===== src/rtl/lsu_pkg.sv =====
// lsu_pkg: shared definitions for the load/store unit.
//   - Funct3 access-type encodings (RISC-V load/store width field).
//   - FSM state encoding for the bus handshake.
package lsu_pkg;

  localparam logic [2:0] F3_B  = 3'b000;
  localparam logic [2:0] F3_H  = 3'b001;
  localparam logic [2:0] F3_W  = 3'b010;
  localparam logic [2:0] F3_BU = 3'b100;
  localparam logic [2:0] F3_HU = 3'b101;

  typedef enum logic [1:0] {
    StIdle = 2'b00,
    StReq  = 2'b01,
    StDone = 2'b10
  } lsu_state_e;

endpackage


===== src/rtl/load_extender.sv =====
// load_extender: picks the addressed byte/half out of a bus read word and
// sign- or zero-extends it according to funct3. Purely combinational.
//   rdata   in   32  word returned by the data bus
//   off     in    2  byte offset within the word (addr[1:0])
//   funct3  in    3  access type (B, H, W, BU, HU)
//   ext     out  32  aligned, extended load result
module load_extender
  import lsu_pkg::*;
(
  input  logic [31:0] rdata,
  input  logic [1:0]  off,
  input  logic [2:0]  funct3,
  output logic [31:0] ext
);

  logic [7:0]  byte_sel;
  logic [15:0] half_sel;

  always_comb begin
    byte_sel = rdata[7:0];
    unique case (off)
      2'd0: byte_sel = rdata[7:0];
      2'd1: byte_sel = rdata[15:8];
      2'd2: byte_sel = rdata[23:16];
      2'd3: byte_sel = rdata[31:24];
      default: byte_sel = rdata[7:0];
    endcase
    // Halfword accesses are aligned, so only off[1] matters.
    half_sel = off[1] ? rdata[31:16] : rdata[15:0];
  end

  always_comb begin
    ext = rdata;
    case (funct3)
      F3_B:    ext = {{24{byte_sel[7]}}, byte_sel};
      F3_H:    ext = {{16{half_sel[15]}}, half_sel};
      F3_BU:   ext = {24'h0, byte_sel};
      F3_HU:   ext = {16'h0, half_sel};
      default: ext = rdata;
    endcase
  end

endmodule


===== src/rtl/load_store_unit.sv =====
// load_store_unit: multi-cycle data-memory access unit with a req/ack bus.
// Checks legality/alignment, builds byte enables and replicated store data,
// holds the core via Stall_o and registers the extended load result.
//   clk, reset                 clock, async active-high reset
//   Mem_Read_i/Mem_Write_i     load/store request from control path
//   Funct3_i, Address_i        access type and byte address
//   Write_Data_i               store data (rs2)
//   Stall_o                    freezes the PC while an access is pending
//   Load_Data_o                extended load result to the write-back mux
//   Access_Fault_o             misaligned/illegal access flag (IDLE only)
//   Bus_*                      data bus request channel and response
module load_store_unit
  import lsu_pkg::*;
#(
  parameter int unsigned NBits = 32
) (
  input  logic             clk,
  input  logic             reset,
  input  logic             Mem_Read_i,
  input  logic             Mem_Write_i,
  input  logic [2:0]       Funct3_i,
  input  logic [NBits-1:0] Address_i,
  input  logic [NBits-1:0] Write_Data_i,
  output logic             Stall_o,
  output logic [NBits-1:0] Load_Data_o,
  output logic             Access_Fault_o,
  output logic             Bus_Req_o,
  output logic             Bus_We_o,
  output logic [NBits-1:0] Bus_Addr_o,
  output logic [NBits-1:0] Bus_Wdata_o,
  output logic [3:0]       Bus_Be_o,
  input  logic             Bus_Ack_i,
  input  logic [NBits-1:0] Bus_Rdata_i
);

  lsu_state_e       state_q, state_d;
  logic [NBits-1:0] addr_q, wdata_q, load_q;
  logic [3:0]       be_q;
  logic             we_q;
  logic [2:0]       f3_q;

  logic             f3_ok, aligned, legal, accept;
  logic [3:0]       be_d;
  logic [NBits-1:0] wdata_d, ext_data;

  // Unsigned variants exist only for loads.
  always_comb begin
    case (Funct3_i)
      F3_B, F3_H, F3_W: f3_ok = 1'b1;
      F3_BU, F3_HU:     f3_ok = Mem_Read_i;
      default:          f3_ok = 1'b0;
    endcase
    case (Funct3_i)
      F3_H, F3_HU: aligned = ~Address_i[0];
      F3_W:        aligned = (Address_i[1:0] == 2'b00);
      default:     aligned = 1'b1;
    endcase
  end

  assign legal  = (Mem_Read_i ^ Mem_Write_i) & f3_ok & aligned;
  assign accept = (state_q == StIdle) & legal;

  assign Access_Fault_o = (state_q == StIdle) & (Mem_Read_i | Mem_Write_i) & ~legal;
  assign Stall_o        = (state_q == StReq) | accept;

  // Store lanes: funct3[1:0] gives the size for both signed and unsigned codes.
  always_comb begin
    be_d    = 4'b1111;
    wdata_d = Write_Data_i;
    case (Funct3_i[1:0])
      2'b00: begin
        be_d    = 4'b0001 << Address_i[1:0];
        wdata_d = {4{Write_Data_i[7:0]}};
      end
      2'b01: begin
        be_d    = 4'b0011 << Address_i[1:0];
        wdata_d = {2{Write_Data_i[15:0]}};
      end
      default: begin
        be_d    = 4'b1111;
        wdata_d = Write_Data_i;
      end
    endcase
  end

  always_comb begin
    state_d = state_q;
    unique case (state_q)
      StIdle:  if (accept) state_d = StReq;
      StReq:   if (Bus_Ack_i) state_d = StDone;
      StDone:  state_d = StIdle;
      default: state_d = StIdle;
    endcase
  end

  load_extender u_load_extender (
    .rdata  (Bus_Rdata_i),
    .off    (addr_q[1:0]),
    .funct3 (f3_q),
    .ext    (ext_data)
  );

  always_ff @(posedge clk or posedge reset) begin
    if (reset) begin
      state_q <= StIdle;
      addr_q  <= '0;
      wdata_q <= '0;
      be_q    <= '0;
      we_q    <= 1'b0;
      f3_q    <= '0;
      load_q  <= '0;
    end else begin
      state_q <= state_d;
      if (accept) begin
        addr_q  <= Address_i;
        wdata_q <= wdata_d;
        be_q    <= be_d;
        we_q    <= Mem_Write_i;
        f3_q    <= Funct3_i;
      end
      if ((state_q == StReq) && Bus_Ack_i && !we_q) begin
        load_q <= ext_data;
      end
    end
  end

  // Bus_Req_o decodes straight from the state flop so reset drops it at once.
  assign Bus_Req_o   = (state_q == StReq);
  assign Bus_We_o    = we_q;
  assign Bus_Addr_o  = {addr_q[NBits-1:2], 2'b00};
  assign Bus_Wdata_o = wdata_q;
  assign Bus_Be_o    = be_q;
  assign Load_Data_o = load_q;

endmodule


===== config.mk =====
export PLATFORM = sky130hd
export DESIGN_NAME = load_store_unit
export DESIGN_NICKNAME = d
export VERILOG_FILES = /design/src/rtl/lsu_pkg.sv /design/src/rtl/load_extender.sv /design/src/rtl/load_store_unit.sv
export SDC_FILE = /design/constraint.sdc
export NUM_CORES = 1
export LEC_CHECK = 0
export CORE_UTILIZATION = 44
export DETAILED_ROUTE_END_ITERATION = 8
export PLACE_DENSITY = 0.88
export SETUP_SLACK_MARGIN = 0.4
export SLEW_MARGIN = 20
export SYNTH_ARGS = -nofsm -noshare
export SYNTH_HDL_FRONTEND = slang
export SYNTH_SLANG_ARGS = --single-unit

===== constraint.sdc =====
create_clock -name clk -period 4 [get_ports clk]
set_clock_uncertainty 0.15 [all_clocks]
set_input_delay 0.8 -clock clk [delete_from_list [all_inputs] [get_ports clk]]
set_output_delay 0.8 -clock clk [all_outputs]
set_load 0.01 [all_outputs]

---- After elaboration in Yosys (flattened, before gate mapping) ----
Cells that the tools add are included.
storage, ports and cells
  output and inout bits ................... 104
  input port bits ......................... 104
  register bits after elaboration ......... 106
  word-level logic and storage cells ...... 56
cells by class
  equal/unequal tests ..................... 14
  shift operators ......................... 2
  muxes and demuxes ....................... 10
  reduce and logical (&&, ||, !) cells .... 13
  bitwise operators ....................... 10
operators with widths
  kind                                                               number
  32-bit one-hot mux with 4 select lines                             1
  32-bit one-hot mux with 2 select lines                             1
  8-bit one-hot mux with 4 select lines                              1
  16-bit two-way mux                                                 1
  3-bit == test, second input constant                               4
  2-bit logical NOT                                                  4
  4-bit one-hot mux with 2 select lines                              1
  2-bit by 1-bit == test with 1-bit output, second input constant    3
  3-bit by 1-bit == test with 1-bit output, second input constant    2
  3-bit logical NOT                                                  2
  1-bit AND                                                          5
  2-bit == test, second input constant                               2
  2-bit two-way mux                                                  2
  1-bit one-hot mux with 2 select lines                              2
  2-bit one-hot mux with 2 select lines                              1
  2-bit OR reduction                                                 2
  1-bit by 2-bit left shift with 4-bit output, first input constant  1
  2-bit by 2-bit left shift with 4-bit output, first input constant  1
  3-bit by 2-bit == test with 1-bit output, second input constant    1
  3-bit OR reduction                                                 1
  1-bit logical AND                                                  2
  2-bit by 1-bit != test with 1-bit output, second input constant    1
  2-bit != test, second input constant                               1
  1-bit NOT                                                          2
  4 further kinds                                                    5

---- Depth between registers and ports, before layout ----
Gate-level depths: netlist of the first run.
  word-level depth ........................ 8
  gate-level depth with buffers ........... 7
  gate-level depth less buffers ........... 5

---- Modules after synthesis ----
From an unflattened synthesis of the first run, not the netlist that was laid out.
second synthesis, totals
  cells, all modules ...................... 440
  area total of the unflattened synthesis .. 5,641.7 um^2
by module, submodules not included
  module           area each (um^2)  times used  cells an instance  seq. area each (um^2)
  load_store_unit  4,992.3           1           330                2,652.5
  load_extender    649.4             1           110                0.0

---- Least setup slack after synthesis of the first run ----
Ideal clock, no wire load.
  kind .................................... input to output
  start point ............................. in Funct3_i[0]
  end point ............................... out Stall_o
  data required time ...................... 3.050 ns
  path buffers ............................ 3
  setup slack ............................. 1.089 ns
  cell stages on the path ................. 7
  data arrival time ....................... 1.961 ns
  cell sequence ........................... buf_2 > o31ai_1 > o2111ai_1 > nor3_2 > buf_4 > buf_6 > nand2b_1
between the ends
  longest elaborated chain between the ends .. 7
  elaborated cells on any way between the ends .. 14
  classes of those cells .................. eq/ne (4); mux (2); bitwise (4); reduce/logical (4)
RTL lines
  item                                                              RTL line                                      text
  start: declaration                                                load_store_unit.sv:21                         input logic [2:0] Funct3_i,
  3-bit by 2-bit == test with 1-bit output (tied with other cells)  load_store_unit.sv:48, load_store_unit.sv:53
  3-bit OR reduction / 2-bit OR reduction (equally long branches)   load_store_unit.sv:48                         case (Funct3_i)
  1-bit one-hot mux with 2 select lines                             load_store_unit.sv:48
  1-bit AND                                                         load_store_unit.sv:60                         assign legal = (Mem_Read_i ^ Mem_Write_i) & f3_ok & aligned;
  1-bit AND *                                                       load_store_unit.sv:60
  1-bit AND *                                                       load_store_unit.sv:61                         assign accept = (state_q == StIdle) & legal;
  1-bit OR *                                                        load_store_unit.sv:64                         assign Stall_o = (state_q == StReq) | accept;
  end: declaration                                                  load_store_unit.sv:24                         output logic Stall_o,
Every way passes the cells marked *; elsewhere a longest branch is shown, timed or not.

---- Worst setup path in the final report of the first run ----
  start point ............................. in Mem_Read_i
  end point ............................... out Stall_o
between the ends
  longest elaborated chain between the ends .. 5
  elaborated cells on any way between the ends .. 6
  classes of those cells .................. mux (1); bitwise (5)
RTL lines
  item                                                                               RTL line                                      text
  start: declaration                                                                 load_store_unit.sv:19                         input logic Mem_Read_i,
  1-bit one-hot mux with 2 select lines / 1-bit bitwise XOR (equally long branches)  load_store_unit.sv:48, load_store_unit.sv:60
  1-bit AND * (2 in a row)                                                           load_store_unit.sv:60
  1-bit AND *                                                                        load_store_unit.sv:61
  1-bit OR *                                                                         load_store_unit.sv:64
Marked as above.

==> results of run 1 <==
## cells by family (layout without fill, tap and decap cells)
group,Yosys count,count (layout),share of synthesized area
AO/OA/AOI/OAI,54,54,0.0673
adder cells (fa/ha/maj),1,1,0.00239
buffers and inverters,69,238,0.0845
flip-flops,106,106,0.506
multiplexers,106,106,0.228
other,1,2,0.000715
AND/OR/NAND/NOR,117,117,0.111
## area by class of cell
cell class | count | share of cell area
Sequential cell | 106 | 0.353
Clock buffer | 11 | 0.0336
Timing Repair Buffer | 215 | 0.284
Inverter | 7 | 0.00399
Tap cell | 143 | 0.0238
Multi-Input combinational cell | 280 | 0.289
Clock inverter | 5 | 0.0133
## power by group through the flow
stage,clock (mW),sequential (mW),combinational (mW)
final,1.03,1.78,1.92
after global routing,1.10,1.85,2.07
after CTS,1.06,1.78,1.94
after detailed placement,0,1.80,1.93
after global placement,0,1.77,1.88
after floorplan,0,1.85,0.894
## metal layers
metal,part of all wire,up-vias,wire (um)
li1,-,1890,-
met1,0.39,2063,5400
met2,0.49,180,6860
met3,0.089,29,1240
met4,0.027,0,368
met5,0,-,0
## stage by stage
step	instance area (um2)	utilization
final	7520	0.653
after global placement	7140	0.620
after global routing	7520	0.653
after detailed placement	7140	0.620
after floorplan	5250	-
after CTS	7500	0.652
## flip-flops by register name, indices dropped and copies added (netlist names)
signal / flops
Bus_Be_o: 4
Bus_Wdata_o: 32
Bus_We_o: 1
Load_Data_o: 32
addr_q: 32
f3_q: 3
state_q: 2
## layout by cell type, fill, tap and decap left out, drive strengths merged
cell type | netlist | routed
clkbuf | 17 | 11
o21ai | 18 | 18
nor4b | 1 | 1
and4bb | 1 | 1
nand2 | 47 | 47
mux2 | 95 | 95
mux4 | 1 | 1
and3b | 1 | 1
bufinv | 0 | 3
mux2i | 10 | 10
o2111ai | 1 | 1
ha | 1 | 1
clkinv | 0 | 2
a21oi | 12 | 12
dfrtp | 106 | 106
o31ai | 2 | 2
nor2 | 5 | 5
clkinvlp | 0 | 1
nand3b | 7 | 7
a2111o | 1 | 1
nand3 | 32 | 32
a211o | 1 | 1
conb | 1 | 2
a31oi | 8 | 8
o221a | 7 | 7
inv | 7 | 6
buf | 45 | 10
dlymetal6s2s | 0 | 4
a211oi | 1 | 1
or2 | 7 | 7
o21bai | 3 | 3
clkdlybuf4s50 | 0 | 201
nor3 | 8 | 8
nor2b | 1 | 1
nand2b | 7 | 7
## critical path: stages
cell and delay, ns:
clkdlybuf4s50_1 0.50, inv_1 0.06, ha_1 0.28, o2111ai_2 0.14
nor3_4 0.16, nand2b_1 0.11, dlymetal6s2s_1 0.16
## worst max path at each step
stage / endpoint / slack (ns) / cells past startpoint
6_report: Stall_o / 0.83 / 7
3_5_place_dp: Access_Fault_o / 0.32 / 5
3_3_place_gp: Access_Fault_o / 0.34 / 5
4_1_cts: Stall_o / 0.40 / 6
2_1_floorplan: Stall_o / 1.09 / 7
5_1_grt: Stall_o / 0.75 / 7
## what timing repair did
action / 4_1_cts / 5_1_grt
cloned: 0 / 0
pin swaps: 0 / 0
endpoints found under the hold margin: 0 / 0
hold buffers: 0 / 0
setup endpoints to repair: 1 / 2
gates resized for setup: 1 / 6
==> summary.md, run 1 <==
| Metric | Value |
|---|---|
| Leakage power | `3.19 nW` |
| Synth cell count leaders | `dfrtp_1 (106), mux2_1 (58), nand2_1 (47)` |
| Root cell of the clock tree | `clkbuf_16` |
| Worst Hold Path EP | `Bus_Wdata_o[19]` |
| GRT Util Overall | `0.237` |
| Initial core utilization | `0.455` |
| Reg-to-Reg End | `Load_Data_o[23]` |
| Synth Flop Type | `dfrtp_1` |
| Yosys top cell area share | `0.506` |
| Clock Tree Buf Depth | `2` |
| Max Cap Viol | `0` |
| Rows | `39` |
| I/O pin cnt | `208` |
| Die area | `12400 um2` |
| Postcts setup bufs | `0` |
| Min cycle time layout | `3.17 ns` |
| Final Hold Fails | `0` |
| Final Non-Filler Cells | `767` |
| Reg2reg path depth | `4` |
| Ys async rst share | `1.00` |
| Switch Pwr | `1.44 mW` |
| PnR worst setup slack | `0.833 ns` |
| Grt peak-use layer | `met2` |
| Setup TNS Final | `0 ns` |
| Pwr Total | `4.74 mW` |
| Placed insts | `751` |
| Final ANT Viol Nets | `0` |
| Clk pin slew, worst setup/hold paths | `0.06 ns` |
| Violations in the final reports | `DRC` |
| Detailed router's first-iteration violation count | `218` |
| Die Y | `111 um` |
| Multi-input logic area | `2170 um2` |
| Critical Path Start | `Mem_Read_i` |
| Hold Startpoint | `Bus_Wdata_o[19]` |
| H-tree Lvls | `3` |
| Post-route DRC violation count | `25` |
| CP Launch Type | `primary input` |
| Global Route met1 Usage | `0.277` |
| Reg power frac | `0.376` |
| Core Area | `11500 um2` |
| Post-Place Setup Slack | `0.323 ns` |
| TritonCTS clock tree | `done` |
| Tcrit/Tclk final | `0.792` |
| Kind of critical path | `in2out` |
| Ant. Diodes | `0` |
| Comb power frac | `0.406` |
| Num CTS Buffers | `9` |
| Reg2Reg Setup Slack | `1.29 ns` |
| Yosys top cell by area | `dfrtp_1` |
| Grt total ovfl | `0` |
| Fraction of layout cells with a size suffix above 1 | `0.136` |
| Yosys warns | `0` |
| Crit path max fanout | `2` |
| Clock network power share | `0.218` |
| Number of synthesized register bits | `106` |
| Worst slew margin | `0.363` |
| CP endpoint kind | `primary output` |
| # nets final | `724` |
| GP Congestion | `0.818` |
| DR vias/cell | `5.43` |
| DRT Pass-1 Iters | `6` |
| Initial antenna violation count | `0` |
| First-pass GRT wire length | `23.1 mm` |
| Vias in the first global route | `4497` |
| Status | `complete, but fails checks` |
| RSZ-0062 raised after global routing | `no` |
| Max-slew violation count | `0` |
| Critical path arrival | `2.22 ns` |
| Pwr dens | `630 nW/um2` |
| Synth area leaders | `dfrtp_1 (51%), mux2_1 (12%), mux2_2 (7.9%)` |
| Post-synthesis to final-layout area growth | `43.6%` |
| Clock Latency Late Sink | `0.35 ns` |
| DR WL/cell | `18.1 um` |
| Reg-to-reg startpoint | `addr_q[1]` |
| Synth Instances | `454` |
| Met3 Use GR | `0.0820` |
| Sequential area share after synthesis | `0.506` |
| Most frequent cell after synthesis | `dfrtp_1` |
| Internal power | `3.29 mW` |
| Clk sinks | `106` |
| WHS Path Cells | `1` |
| Vias | `4162` |
| Setup violators final | `0` |
| Final wirelength | `13.9 mm` |
| Dpl hpwl | `10.0 mm` |
| Die width | `111 um` |
| Post-synth EDFFs | `0` |
| Mapped cell area | `5240 um2` |
| Fmax | `316 MHz` |
| Hold_ws | `0.335 ns` |
| Pin count of the biggest net entering global routing | `74` |
| Least-Margin Pin Slew | `0.956 ns` |
| # fillers | `860` |
| VDD IR-drop max | `0.402 mV` |
| Hold Crit Class | `reg2reg` |
| Required @ worst endpoint | `3.05 ns` |
| Post-synthesis area per instance | `11.5 um2` |
| Port bufs | `205` |
| FF+latch area | `2650 um2` |
| Sw frac | `0.305` |
| Grt met2 use | `0.396` |
| Synth cell types | `37` |
Note: power is estimated with default switching activity, not from simulation.
==> run 2, diff against run 1 <==
Clock period 4 ns to 3.3 ns, I/O delays scaled along.
==> summary.md, run 2 (synthesized netlist as in run 1, its figures left out) <==
| Metric | Value |
|---|---|
| Hold Startpoint | `Bus_Wdata_o[4]` |
| Critical Path Start | `Mem_Read_i` |
| CP Launch Type | `primary input` |
| Least-Margin Pin Slew | `0.772 ns (-0.183 ns)` |
| Dpl hpwl | `9.85 mm (-2.0%)` |
| Vias | `4154 (-0.19%)` |
| Clk pin slew, worst setup/hold paths | `0.06 ns (about the same)` |
| Setup violators final | `0 (unchanged)` |
| Clock Latency Late Sink | `0.34 ns (about the same)` |
| Crit path cell chain | `clkdlybuf4s50_1 > inv_1 > ha_4 > o2111ai_4 > nor3_4 > nand2b_1 > buf_2` |
| TritonCTS clock tree | `done` |
| Ant. Diodes | `0 (unchanged)` |
| VDD IR-drop max | `0.455 mV (+13%)` |
| Clock Tree Buf Depth | `2 (unchanged)` |
| Worst slew margin | `0.485 (+0.122)` |
| Num CTS Buffers | `9 (unchanged)` |
| Initial antenna violation count | `0 (unchanged)` |
| Vias in the first global route | `4393 (-2.3%)` |
| CP endpoint kind | `primary output` |
| Grt total ovfl | `0 (unchanged)` |
| Post-synthesis to final-layout area growth | `44.0%` |
| Port bufs | `205 (unchanged)` |
| Core Area | `11500 um2 (unchanged)` |
| Reg-to-reg startpoint | `f3_q[0]` |
| Detailed router's first-iteration violation count | `210 (-3.7%)` |
| Postcts setup bufs | `0 (unchanged)` |
| I/O pin cnt | `208 (unchanged)` |
| # fillers | `869 (+1.0%)` |
| Pwr dens | `758 nW/um2 (+20%)` |
| DR vias/cell | `5.41 (-0.32%)` |
| Required @ worst endpoint | `2.49 ns (-0.56 ns)` |
| Die width | `111 um (unchanged)` |
| Initial core utilization | `0.455 (unchanged)` |
| Die Y | `111 um (unchanged)` |
| Final Hold Fails | `0 (unchanged)` |
| Max-slew violation count | `0 (unchanged)` |
| Core Util, Final | `0.656 (+0.00217)` |
| Root cell of the clock tree | `clkbuf_16` |
| Most frequent cells in the layout | `clkdlybuf4s50_1 (202), dfrtp_1 (106), mux2_1 (58)` |
| Slowest cell delay on critical path | `0.48 ns (-0.02 ns)` |
| Violations in the final reports | `DRC` |
| Pwr Total | `5.72 mW (+21%)` |
| Multi-input logic area | `2210 um2 (+1.9%)` |
| # nets final | `725 (+0.14%)` |
| Kind of critical path | `in2out` |
| Tcrit/Tclk final | `0.870` |
| Clk sinks | `106 (unchanged)` |
| Leakage power | `3.16 nW (-0.85%)` |
| Die area | `12400 um2 (unchanged)` |
| GRT Util Overall | `0.232 (-0.00452)` |
| Most common cell after layout, fill and taps aside | `clkdlybuf4s50_1` |
| DR WL/cell | `18.1 um (+0.19%)` |
| Final ANT Viol Nets | `0 (unchanged)` |
| DRT Pass-1 Iters | `7 (+1)` |
| Final wirelength | `13.9 mm (+0.32%)` |
| Status | `complete, but fails checks` |
| Post-Place Setup Slack | `-0.0261 ns (-0.349 ns)` |
| Min cycle time layout | `2.87 ns` |
| Fmax | `348 MHz` |
| Hold_buf cts | `0 (unchanged)` |
| Rows | `39 (unchanged)` |
| Critical path arrival | `2.06 ns (-0.16 ns)` |
| GP Congestion | `0.815 (-0.27%)` |
| Placed insts | `752 (+0.13%)` |
| Final Non-Filler Cells | `768 (+0.13%)` |
| RSZ-0062 raised after global routing | `yes` |
| First-pass GRT wire length | `22.6 mm (-1.9%)` |
| Critical-path top delay cell | `clkdlybuf4s50_1` |
| Setup TNS Final | `0 ns (unchanged)` |
| Post-route DRC violation count | `24 (-4.0%)` |
| Crit path max fanout | `2 (unchanged)` |
| H-tree Lvls | `3 (unchanged)` |
| FF+latch area | `2650 um2 (unchanged)` |
| Pin count of the biggest net entering global routing | `107 (+45%)` |
| PnR worst setup slack | `0.429 ns (-0.404 ns)` |
| Hold Crit Class | `reg2reg` |
| Max Cap Viol | `0 (unchanged)` |
| Fraction of layout cells with a size suffix above 1 | `0.141 (+0.00458)` |
run 2: critical path: cells and delay by family:
kind,cells,cell delay (ns)
buffers and inverters,3,0.69
AOI/OAI and AO/OA,1,0.14
adders and majority gates,1,0.27
and+or+nand+nor,2,0.29
run 2: where the power goes:
part	internal, mW	total (mW)	switching (mW)
sequential	1.82	2.14	0.319
combinational	1.41	2.38	0.968
clock	0.738	1.21	0.472
run 2: stage by stage:
step	hold slack (ns)	area, um2
floorplan	0.309	5250
detailed placement	0.324	7160
global route	0.356	7550
finish	0.334	7550
CTS	0.340	7550
global placement	0.317	7160
run 2: layout make-up:
type / instances / share of cell area
sequential: 106 / 0.351
multi-input combinational: 280 / 0.293
timing repair buffer: 216 / 0.283
clock buffer: 10 / 0.0303
tap: 143 / 0.0237
clock inverter: 6 / 0.0139
inverter: 7 / 0.00398
run 2: worst paths after layout:
kind                            depth (start not counted)               to  slack, ns
worst min register to register                          1   Bus_Wdata_o[4]       0.33
worst min-delay path                                    1   Bus_Wdata_o[4]       0.33
min in group asynchronous                               3  Load_Data_o[12]       0.64
max in group asynchronous                               3  Load_Data_o[22]       1.89
worst max register to register                          4   Load_Data_o[2]       1.11
worst max-delay path                                    7          Stall_o       0.43
run 2: what timing repair did:
item | in CTS | in global routing
pin swaps | 2 | 1
endpoints found under the setup margin | 74 | 2
gates resized for setup | 16 | 2
hold endpoints to repair | 0 | 0
run 2: per-layer routing:
layer	vias to the layer above	global-route usage	wire [um]
met4	0	0.118	415
met3	34	0.0656	1210
met1	2025	0.270	5360
met2	203	0.393	6910
li1	1892	-	-
met5	-	0	0
==> run 3, diff against run 2 <==
Settings changed: CAP_MARGIN set to 20, CORE_UTILIZATION 44 to 47, PLACE_DENSITY 0.88 to 0.93.
Clock period 3.3 ns to 3.35 ns, I/O delays scaled along.
==> summary.md, run 3 (synthesized netlist as in run 1, its figures left out) <==
| Metric | Value |
|---|---|
| Status | `completed` |
| Max-slew violation count | `0 (unchanged)` |
| Clock Latency Late Sink | `0.36 ns (+0.02 ns)` |
| First-pass GRT wire length | `22.0 mm (-2.6%)` |
| # fillers | `786 (-9.6%)` |
| Dpl hpwl | `10.1 mm (+2.7%)` |
| Clk sinks | `106 (unchanged)` |
| PnR worst setup slack | `0.468 ns (+0.0392 ns)` |
| GP Congestion | `0.871 (+6.8%)` |
| Final Cell Area | `7440 um2 (-1.5%)` |
| Clk pin slew, worst setup/hold paths | `0.09 ns (+0.03 ns)` |
| Port bufs | `205 (unchanged)` |
| CP delay by family, top | `buffers and inverters` |
| CP Launch Type | `primary input` |
| Most common cell after layout, fill and taps aside | `clkdlybuf4s50_1` |
| Min cycle time layout | `2.88 ns` |
| Critical-path top delay cell | `clkdlybuf4s50_1` |
| CP endpoint kind | `primary output` |
| Reg2reg path depth | `4 (unchanged)` |
| RSZ-0062 raised after global routing | `no` |
| Dpl cell area | `7160 um2 (about the same)` |
| Fraction of layout cells with a size suffix above 1 | `0.145 (+0.00457)` |
| Critical path arrival | `2.06 ns (about the same)` |
| Max Cap Viol | `0 (unchanged)` |
| TritonCTS clock tree | `done` |
| FF+latch area | `2650 um2 (unchanged)` |
| Leakage power | `3.10 nW (-1.9%)` |
| Crit path max fanout | `2 (unchanged)` |
| Initial core utilization | `0.483 (+0.0284)` |
| Worst path bufs/invs | `3 (unchanged)` |
| Die Y | `108 um (-3.2%)` |
| Critical path depth | `7 (unchanged)` |
| Final ANT Viol Nets | `0 (unchanged)` |
| Core Area | `10800 um2 (-5.9%)` |
| Vias in the first global route | `4334 (-1.3%)` |
| DRT Pass-1 Iters | `6 (-1)` |
| Worst slew margin | `0.529 (+0.0445)` |
| Pwr dens | `713 nW/um2 (-5.9%)` |
| Die area | `11600 um2 (-6.3%)` |
| Least-Margin Pin Slew | `0.706 ns (-0.0667 ns)` |
| Tcrit/Tclk final | `0.860` |
| WHS Path Cells | `1 (unchanged)` |
| Kind of critical path | `in2out` |
| H-tree Lvls | `3 (unchanged)` |
| VDD IR-drop max | `0.351 mV (-23%)` |
| Pwr Total | `5.30 mW (-7.3%)` |
| Clock Tree Buf Depth | `2 (unchanged)` |
| Die width | `108 um (-3.2%)` |
| Post-Place Setup Slack | `-0.0442 ns (-0.0181 ns)` |
| Vias | `4115 (-0.94%)` |
| Crit path cell chain | `clkdlybuf4s50_1 > inv_1 > ha_4 > o2111ai_4 > nor3_4 > nand2b_4 > buf_2` |
| Setup violators final | `0 (unchanged)` |
| Multi-input logic area | `2210 um2 (about the same)` |
| Final Hold Fails | `0 (unchanged)` |
| Hold_buf cts | `0 (unchanged)` |
| GRT Util Overall | `0.249 (+0.0167)` |
| Initial antenna violation count | `0 (unchanged)` |
| Required @ worst endpoint | `2.53 ns (+0.04 ns)` |
| Post-route DRC violation count | `0 (-100%)` |
| Most frequent cells in the layout | `clkdlybuf4s50_1 (202), dfrtp_1 (106), mux2_1 (58)` |
| Final wirelength | `13.8 mm (-0.78%)` |
| Fmax | `347 MHz` |
| Hold Crit Class | `reg2reg` |
| Ant. Diodes | `0 (unchanged)` |
| # nets final | `726 (+0.14%)` |
| Slowest cell delay on critical path | `0.48 ns (about the same)` |
| Num CTS Buffers | `9 (unchanged)` |
| I/O pin cnt | `208 (unchanged)` |
| Post-synthesis to final-layout area growth | `41.9%` |
| Root cell of the clock tree | `clkbuf_8` |
| Detailed router's first-iteration violation count | `189 (-10%)` |
| DR vias/cell | `5.37 (-0.68%)` |
| Grt total ovfl | `0 (unchanged)` |
| Pin count of the biggest net entering global routing | `107 (unchanged)` |
| Rows | `38 (-2.6%)` |
| DR WL/cell | `18.0 um (-0.53%)` |
-- run 3: worst paths after layout --
check                            from         endpoint  slack [ns]
min in group asynchronous       reset  Load_Data_o[30]        0.64
hold reg to reg             addr_q[4]        addr_q[4]        0.34
setup / recovery           Mem_Read_i          Stall_o        0.47
setup reg to reg           state_q[1]  Load_Data_o[25]        1.06
max in group asynchronous       reset   Load_Data_o[5]        1.95
hold / removal              addr_q[4]        addr_q[4]        0.34
-- run 3: what timing repair did --
action | CTS | global route
setup buffers | 0 | 1
pin swaps | 2 | 1
endpoints found under the setup margin | 37 | 74
gates resized for setup | 13 | 6
-- run 3: layer usage --
metal	global-route usage	wire [um]
met1	0.295	5240
met2	0.413	7050
met5	0	0
met4	0.119	374
met3	0.0757	1130
-- run 3: final cells by class --
class | instances | area share
Clock buffer | 11 | 0.0190
Multi-Input combinational cell | 280 | 0.298
Inverter | 7 | 0.00404
Clock inverter | 5 | 0.0104
Tap cell | 140 | 0.0236
Sequential cell | 106 | 0.357
Timing Repair Buffer | 217 | 0.289
-- run 3: report_power, final --
part | leakage, nW | switching, mW | internal [mW]
clock network | 0.109 | 0.430 | 0.440
registers | 1.27 | 0.298 | 1.79
logic | 1.72 | 0.964 | 1.39
total | 3.10 | 1.69 | 3.61
-- run 3: through the flow --
stage	util	setup TNS [ns]	hold WS, ns	std cells
after floorplan	-	0	0.309	455
after global placement	0.661	0	0.316	749
after detailed placement	0.661	-0.406	0.325	749
after CTS	0.681	0	0.345	765
after global routing	0.686	0	0.358	766
final	0.686	0	0.342	766
